--- src/rtl/reorder_buffer.sv ---
// Circular in-order reorder buffer: allocates at the tail, completes entries
// out of order by index, and retires one completed head entry per cycle.
// Retiring a mispredicted or excepting entry raises a one-cycle flush
// that empties the whole buffer.
module reorder_buffer #(
  parameter int ROB_DEPTH = 16,
  parameter int IDX_W     = $clog2(ROB_DEPTH),
  parameter int PREG_W    = 6,
  parameter int AREG_W    = 5
) (
  input  logic              clk,
  input  logic              rst,
  input  logic              alloc_valid,
  input  logic [AREG_W-1:0] alloc_areg,
  input  logic [PREG_W-1:0] alloc_preg,
  input  logic [PREG_W-1:0] alloc_old_preg,
  output logic              alloc_ready,
  output logic [IDX_W-1:0]  alloc_idx,
  input  logic              ex_valid,
  input  logic [IDX_W-1:0]  ex_rob_entry_idx,
  input  logic [31:0]       ex_val,
  input  logic              ex_br_mispred,
  input  logic              ex_exception,
  output logic              commit_valid,
  output logic [AREG_W-1:0] commit_areg,
  output logic [PREG_W-1:0] commit_preg,
  output logic [PREG_W-1:0] commit_old_preg,
  output logic [31:0]       commit_val,
  output logic              flush,
  output logic              exception_out,
  output logic [IDX_W:0]    count
);

  localparam logic [IDX_W:0] DEPTH_CNT = (IDX_W+1)'(ROB_DEPTH);
  localparam logic [IDX_W:0] PTR_ONE   = (IDX_W+1)'(1);

  // Pointers carry a wrap bit above the index bits
  logic [IDX_W:0] head_reg, tail_reg, count_reg;

  // Per-entry status bits, one bit per entry
  logic [ROB_DEPTH-1:0] valid_reg, done_reg, mispred_reg, exc_reg;
  logic [ROB_DEPTH-1:0] valid_next, done_next, mispred_next, exc_next;

  // Per-entry payload storage (no reset needed; guarded by valid)
  logic [AREG_W-1:0] areg_mem     [ROB_DEPTH];
  logic [PREG_W-1:0] preg_mem     [ROB_DEPTH];
  logic [PREG_W-1:0] old_preg_mem [ROB_DEPTH];
  logic [31:0]       val_mem      [ROB_DEPTH];

  // Registered commit-side outputs
  logic              commit_valid_reg;
  logic [AREG_W-1:0] commit_areg_reg;
  logic [PREG_W-1:0] commit_preg_reg;
  logic [PREG_W-1:0] commit_old_preg_reg;
  logic [31:0]       commit_val_reg;
  logic              flush_reg;
  logic              exception_out_reg;

  logic [IDX_W-1:0] head_idx, tail_idx;
  logic head_valid, head_done, head_mispred, head_exc;
  logic commit_cond, flush_cond, commit_fire, alloc_fire, ex_fire, ptr_full;

  assign head_idx     = head_reg[IDX_W-1:0];
  assign tail_idx     = tail_reg[IDX_W-1:0];
  assign head_valid   = valid_reg[head_idx];
  assign head_done    = done_reg[head_idx];
  assign head_mispred = mispred_reg[head_idx];
  assign head_exc     = exc_reg[head_idx];

  // Commit decision is made on registered done, so a completion is seen
  // by commit one cycle after it is written.
  assign commit_cond = head_valid && head_done;
  assign flush_cond  = commit_cond && (head_mispred || head_exc);
  assign commit_fire = commit_cond && !flush_cond;

  // The wrap-bit view of fullness always agrees with the counter; both are
  // kept so either can be trusted when debugging.
  assign ptr_full    = (head_reg[IDX_W] != tail_reg[IDX_W]) && (head_idx == tail_idx);
  assign alloc_ready = (count_reg != DEPTH_CNT) && !ptr_full && !flush_cond;
  assign alloc_fire  = alloc_valid && alloc_ready;
  assign alloc_idx   = tail_idx;

  // Stale completions (entry not valid) and completions during a flush drop
  assign ex_fire = ex_valid && valid_reg[ex_rob_entry_idx] && !flush_cond;

  generate
    for (genvar gi = 0; gi < ROB_DEPTH; gi++) begin : g_entry
      logic alloc_hit, ex_hit, commit_hit;
      assign alloc_hit  = alloc_fire && (tail_idx == IDX_W'(gi));
      assign ex_hit     = ex_fire && (ex_rob_entry_idx == IDX_W'(gi));
      assign commit_hit = commit_fire && (head_idx == IDX_W'(gi));

      assign valid_next[gi]   = flush_cond ? 1'b0 :
                                alloc_hit  ? 1'b1 :
                                commit_hit ? 1'b0 : valid_reg[gi];
      assign done_next[gi]    = alloc_hit ? 1'b0 : ex_hit ? 1'b1 : done_reg[gi];
      assign mispred_next[gi] = alloc_hit ? 1'b0 : ex_hit ? ex_br_mispred : mispred_reg[gi];
      assign exc_next[gi]     = alloc_hit ? 1'b0 : ex_hit ? ex_exception : exc_reg[gi];
    end
  endgenerate

  // Entry status bits
  always_ff @(posedge clk) begin
    if (rst) begin
      valid_reg   <= '0;
      done_reg    <= '0;
      mispred_reg <= '0;
      exc_reg     <= '0;
    end else begin
      valid_reg   <= valid_next;
      done_reg    <= done_next;
      mispred_reg <= mispred_next;
      exc_reg     <= exc_next;
    end
  end

  // Payload writes: dispatch fields at the tail, result value on completion
  always_ff @(posedge clk) begin
    if (alloc_fire) begin
      areg_mem[tail_idx]     <= alloc_areg;
      preg_mem[tail_idx]     <= alloc_preg;
      old_preg_mem[tail_idx] <= alloc_old_preg;
    end
    if (ex_fire) begin
      val_mem[ex_rob_entry_idx] <= ex_val;
    end
  end

  // Head/tail pointers and occupancy; a flush empties the buffer
  always_ff @(posedge clk) begin
    if (rst || flush_cond) begin
      head_reg  <= '0;
      tail_reg  <= '0;
      count_reg <= '0;
    end else begin
      if (alloc_fire) tail_reg <= tail_reg + PTR_ONE;
      if (commit_fire) head_reg <= head_reg + PTR_ONE;
      case ({alloc_fire, commit_fire})
        2'b10:   count_reg <= count_reg + PTR_ONE;
        2'b01:   count_reg <= count_reg - PTR_ONE;
        default: count_reg <= count_reg;
      endcase
    end
  end

  // Retire outputs: pulses for valid/flush/exception, fields hold between commits
  always_ff @(posedge clk) begin
    if (rst) begin
      commit_valid_reg    <= 1'b0;
      commit_areg_reg     <= '0;
      commit_preg_reg     <= '0;
      commit_old_preg_reg <= '0;
      commit_val_reg      <= '0;
      flush_reg           <= 1'b0;
      exception_out_reg   <= 1'b0;
    end else begin
      // A mispredicted branch still retires; an excepting instruction does not
      commit_valid_reg  <= commit_cond && !head_exc;
      flush_reg         <= flush_cond;
      exception_out_reg <= flush_cond && head_exc;
      if (commit_cond && !head_exc) begin
        commit_areg_reg     <= areg_mem[head_idx];
        commit_preg_reg     <= preg_mem[head_idx];
        commit_old_preg_reg <= old_preg_mem[head_idx];
        commit_val_reg      <= val_mem[head_idx];
      end
    end
  end

  assign commit_valid    = commit_valid_reg;
  assign commit_areg     = commit_areg_reg;
  assign commit_preg     = commit_preg_reg;
  assign commit_old_preg = commit_old_preg_reg;
  assign commit_val      = commit_val_reg;
  assign flush           = flush_reg;
  assign exception_out   = exception_out_reg;
  assign count           = count_reg;

endmodule

--- config.mk ---
export PLATFORM = sky130hd
export DESIGN_NAME = reorder_buffer
export DESIGN_NICKNAME = d
export VERILOG_FILES = /design/src/rtl/reorder_buffer.sv
export SDC_FILE = /design/constraint.sdc
export NUM_CORES = 1
export LEC_CHECK = 0
export BUFFER_PORTS_ARGS = -buffer_cell sky130_fd_sc_hd__buf_2
export CORE_MARGIN = 3
export CORE_UTILIZATION = 45
export CTS_BUF_LIST = sky130_fd_sc_hd__clkbuf_8
export DETAILED_ROUTE_END_ITERATION = 10
export PLACE_DENSITY_LB_ADDON = 0.08
export SYNTH_ARGS = -nofsm -noshare
export SYNTH_HDL_FRONTEND = slang
export SYNTH_SLANG_ARGS = --single-unit
--- constraint.sdc ---
create_clock -name clk -period 4.3 [get_ports clk]
set_clock_uncertainty 0.1 [all_clocks]
set_input_delay 1.29 -clock clk [delete_from_list [all_inputs] [get_ports clk]]
set_output_delay 1.29 -clock clk [all_outputs]
set_load 0.1 [all_outputs]
# Word level (Yosys, flattened, before mapping)
# Memory sizes are Yosys's and may differ from the RTL's. A register that Yosys moved wholly into a read port is not among the register bits.
# Index checks and enable logic that the tools add are counted.
# word_totals
elab_cells	278
latchBits	0
mem_bits_rw	784
output_inout_bits	62
reg_bits	82
mem_count	4
romBits	0
# memory_table
memory	words	width	read_ports	rd_clocked_by_memory_dff	write_ports	line_no	text
val_mem	16	32	1	1	1	48	logic [31:0] val_mem [ROB_DEPTH];
old_preg_mem	16	6	1	1	1	47	logic [PREG_W-1:0] old_preg_mem [ROB_DEPTH];
preg_mem	16	6	1	1	1	46	logic [PREG_W-1:0] preg_mem [ROB_DEPTH];
areg_mem	16	5	1	1	1	45	logic [AREG_W-1:0] areg_mem [ROB_DEPTH];
# op_classes
n_addsub	4
multipliers	0
n_mux	47
bitwise_logic	0
eq_ne	50
reduce_logical	101
order_cmp	2
shifts	0
div	0
# ops
operator	n
4-bit == test, second input constant	24
1-bit logical AND	59
4-bit by 3-bit == test with 1-bit output, second input constant	12
1-bit two-way mux	41
2-bit nonzero test	17
2-bit OR reduction	17
4-bit by 2-bit == test with 1-bit output, second input constant	6
1-bit binary-select mux with 4-bit select	5
5-bit by 1-bit adder with 5-bit output, second input constant	3
4-bit by 1-bit == test with 1-bit output, second input constant	3
4-bit logical NOT	3
4-bit by 5-bit < comparator with 1-bit output, second input constant	2
5-bit one-hot mux with 2 select lines	1
5-bit != test, second input constant	1
5-bit by 1-bit subtractor with 5-bit output, second input constant	1
4-bit == test	1
1-bit logical NOT	3
2-bit by 1-bit == test with 1-bit output, second input constant	1
2-bit == test, second input constant	1
1-bit logical OR	2
1-bit != test	1

# Longest topological paths before layout
# depth
word_depth	9
mapped_depth	17
depth_no_buf	14

# Worst setup path after synthesis
# Ideal clock, no wire load.
# synth_timing
path_kind	in2reg
start	in ex_rob_entry_idx[0]
end	reg exc_reg[7]
slack_ns	0.280
arrival_ns	3.805
stages	8
path_buffers	1
t_required_ns	4.084
setup_time_ns	0.116
cell_sequence	buf_4 > mux4_2 > mux2i_1 > nor3b_1 > nand4_1 > a21oi_4 > mux2_2 > and3_1
# synth_via
elab_chain_len	5
# synth_rtl
element	line_no	text
start: declaration	20	input logic [IDX_W-1:0] ex_rob_entry_idx,
1-bit binary-select mux with 4-bit select	84	assign ex_fire = ex_valid && valid_reg[ex_rob_entry_idx] && !flush_cond;
1-bit two-way mux (implied by the code)	84	
1-bit logical AND (2 in series)	84	
1-bit logical AND (*)	90	assign ex_hit = ex_fire && (ex_rob_entry_idx == IDX_W'(gi));
named net g_entry[7].ex_hit	88	logic alloc_hit, ex_hit, commit_hit;
end signal: assignment	113	exc_reg <= exc_next;
end: declaration	41	logic [ROB_DEPTH-1:0] valid_reg, done_reg, mispred_reg, exc_reg;
# The timed path passes the listed nets; every way through them passes the cells marked *. The select of a mux whose other input is x is not followed.
# A chain may end at the register's enable or synchronous reset.

# Worst setup path in the final report
# layout_timing
start	reg head_reg[0]
end	out alloc_ready
# layout_via
elab_chain_len	6
# layout_rtl
element	line_no	text
start: declaration	38	logic [IDX_W:0] head_reg, tail_reg, count_reg;
start signal: assignment	137	if (commit_fire) head_reg <= head_reg + PTR_ONE;
1-bit binary-select mux with 4-bit select, on equally long branches	n/a	
1-bit two-way mux, on equally long branches	n/a	
1-bit logical AND / 1-bit logical OR (equally long branches)	72, 73	
1-bit logical AND	73	assign flush_cond = commit_cond && (head_mispred || head_exc);
1-bit logical NOT	79	assign alloc_ready = (count_reg != DEPTH_CNT) && !ptr_full && !flush_cond;
1-bit logical AND (*)	79	
end: declaration	17	output logic alloc_ready,
# Mark *: on every way between the ends. The rest lies on a longest branch, timed or not. The select of a mux whose other input is x is not followed.

==> results.md <==
* Ys flop type: edfxtp_1
* Cts hold-fix bufs at 0
* Final #Nets at 2073
* Warning count from the yosys run at 0
* Final setup viols at 0
* Slew headroom at 21.6%
* Post-synth EDFFs at 784
* Worst Setup Slack, final at roughly 0.11 ns
* Clk buf depth at 3
* Routed Antenna Nets at 0
* Sw Share at 21.4%
* Final Cell Area at approximately 40000 sq um
* Die width at 287 um
* Die H at 287 um
* Period utilisation layout at 97.3%
* Routed vias at around 18000
* Global route overflow at 0
* Synthesis-stage register bit count at 915
* Final Wtd Congestion at 0.832
* Worst Path Arrival at 2.80 ns
* Non-filler cells in the finished layout at 3168
* Syn_area_per_cell at ~20 sq um
* Vias in the first global route at 19115
* Total Power at between 15 and 20 mW
* Compound-Gate Fraction of Synth Area at 2.83%
* CP dominant cell by count: buf_12
* Cell internal pwr at 13.4 mW
* Post-Synth Simple-Gate Area at 3.26%
* Post-synthesis mux area share at 17.9%
* Fillers at 6286
* DRT Pass-1 Iters at 5
* Clock Power Share at 41.2%
* I/O pins at 121
* Initial Util at 45.7%
* Yosys top cell area share at 66.1%
* Crit end category: primary output
* Top reg by flops: val_mem
* Final hold slack at 0.349 ns
* IO buf count at 120
* 1st-iter DRT viols at roughly 1600
* Combinational power share at 1.9%
* Final Util at between 50% and 60%
* Core Area at slightly below 80000 sq um
* Seq pwr share at 56.9%
* Gate Count Post-Synth at 1753
* Post-synthesis async set-or-reset flop share at 0%
* Regs by FF count: val_mem (512), old_preg_mem (96), preg_mem (96)
* Synth area leaders: edfxtp_1, mux4_2, dfxtp_1
* Fraction of layout instances using a drive strength above 1 at roughly 34%
* Worst-Skew Late Latency at 0.78 ns
* CTS tree: done
* Largest family of logic cells by synthesized area: multiplexers
* Worst min path class: flop to flop
* Worst-path clk slew at 0.06 ns
* Syn_nets at 1825
* Yosys top cell by area: edfxtp_1
* Area post-placement at 37800 sq um
* Place WS at about 0.21 ns
* GR Util All Layers at 22.0%
* Status: completed
* Wire length per cell at 28.2 um
* Sequential share of the synthesized area at 73.4%
* Max reg flops at 512
* Sink Count at 915
* Max Fclk at 239 MHz
* H-tree levels at 4
* Num CTS Buffers at 152
* Largest net degree at the start of global routing at 103
* Detailed Place HPWL at 48.6 mm
* Netlist Area Pre-Place at 35600 sq um
* Final WL at 89.2 mm
* Row count at approximately 100
* Min cycle time layout at 4.19 ns
* Drt via density at 5.66
* Net Switching at 3.64 mW
* DP Cell Count at 2876
* Max incr delay on CP at 0.51 ns
* Slew Viols, Final at 0
* First-pass GRT wire length at about 130 mm
* Slowest cell on crit path: mux4_2
* Xor-xnor portion of the synthesized cell area at 0.418%
* Root buffer cell: clkbuf_8
* Area delta synth->final at 14.4%
* Crit path max fanout at 5
* Post-synth cell types at 52
* Crit path launch type: flop
* Pwr Density at 417 nW/um^2
* Reg2reg path depth at 16
* Final Hold Viols at 0
* # DRC at 0
* Leak at 13.5 nW
* Max-Cap Viols at 0
* Adder-Cell Fraction of Synth Area at 0.478%
* Setup CP Type: flop to primary output
* Max VDD drop at 0.193 mV
* Initial antenna violation count at 9
* Top-count cell post-synth: edfxtp_1
* Crit path required time at 2.91 ns
* Top cells by count, synth: edfxtp_1, mux4_2, nand2_1
* Worst path cell trace: buf_12 -> mux4_2 -> a22o_4 -> nor2_4 -> nand4_4 -> a21oi_4 -> buf_12
* Worst-margin pin slew at 1.18 ns
* Hold depth at 2
* Die ar. at 82600 sq um
* Setup_tns at 0 ns
-- routing by layer --
| layer | share of wire, % | global-route usage, % | up-vias | wire length, um |
|---|---|---|---|---|
| met3 | 5.6 | 4.39 | 133 | 4990 |
| li1 | - | - | 7666 | - |
| met5 | 0.022 | 0 | - | 20 |
| met2 | 49 | 35.7 | 554 | 43900 |
| met4 | 2.2 | 6.34 | 2 | 1980 |
| met1 | 43 | 30.6 | 9583 | 38300 |
-- worst paths after layout --
path,from,endpoint,slack (ns)
worst max-delay path,head_reg[0],alloc_ready,0.11
worst max register to register,head_reg[0],count[4],0.34
worst min-delay path,commit_val[24],commit_val[24],0.35
worst min register to register,commit_val[24],commit_val[24],0.35
-- layout make-up --
class | instances | area [sq um] | share of cell area (%)
clock inverters | 114 | 567 | 1.39
inverters | 25 | 93.8 | 0.230
repair buffers | 198 | 1430 | 3.52
clock buffers | 163 | 2240 | 5.50
well taps | 1040 | 1300 | 3.19
diodes | 4 | 10.0 | 0.0246
multi-input cells | 709 | 8920 | 21.9
flip-flops and latches | 915 | 26200 | 64.2
-- worst max-delay path, delay by kind of cell (launching register included) --
family / cells / cell delay (ns)
and+or+nand+nor: 2 / 0.25
DFF: 1 / 0.40
AOI/OAI and AO/OA: 2 / 0.53
muxes: 1 / 0.51
buffers and inverters: 2 / 0.32
-- repair_timing --
action / CTS / global route
endpoints found under the setup margin: 1 / 1
gates resized for setup: 5 / 5
buffers inserted: 10 / 2
pin swaps: 3 / 3
-- power by group through the flow --
stage | sequential, mW | clock, mW | combinational [mW]
floorplan | 9.88 | 0 | 0.123
finish | 9.68 | 7.01 | 0.321
CTS | 9.68 | 7.24 | 0.322
detailed placement | 9.87 | 0 | 0.321
global placement | 9.87 | 0 | 0.309
global route | 9.68 | 7.65 | 0.348
-- logic make-up after synthesis --
family,Yosys count
mux,301
buf+inv,129
compound gates,134
fa+ha+maj,13
simple gates,244
flops,915
xor+xnor,17
-- layout by cell type, fill, tap and decap left out, drive strengths merged, types with 31 or more instances in the layout --
master	netlist	routed
edfxtp	784	784
mux4	265	265
buf	62	198
clkbuf	42	163
nand2	135	135
dfxtp	131	131
inv	24	95
a21oi	87	87
clkinv	1	38
and3	31	31
nor2	31	31
(Power assumes the default switching activity.)
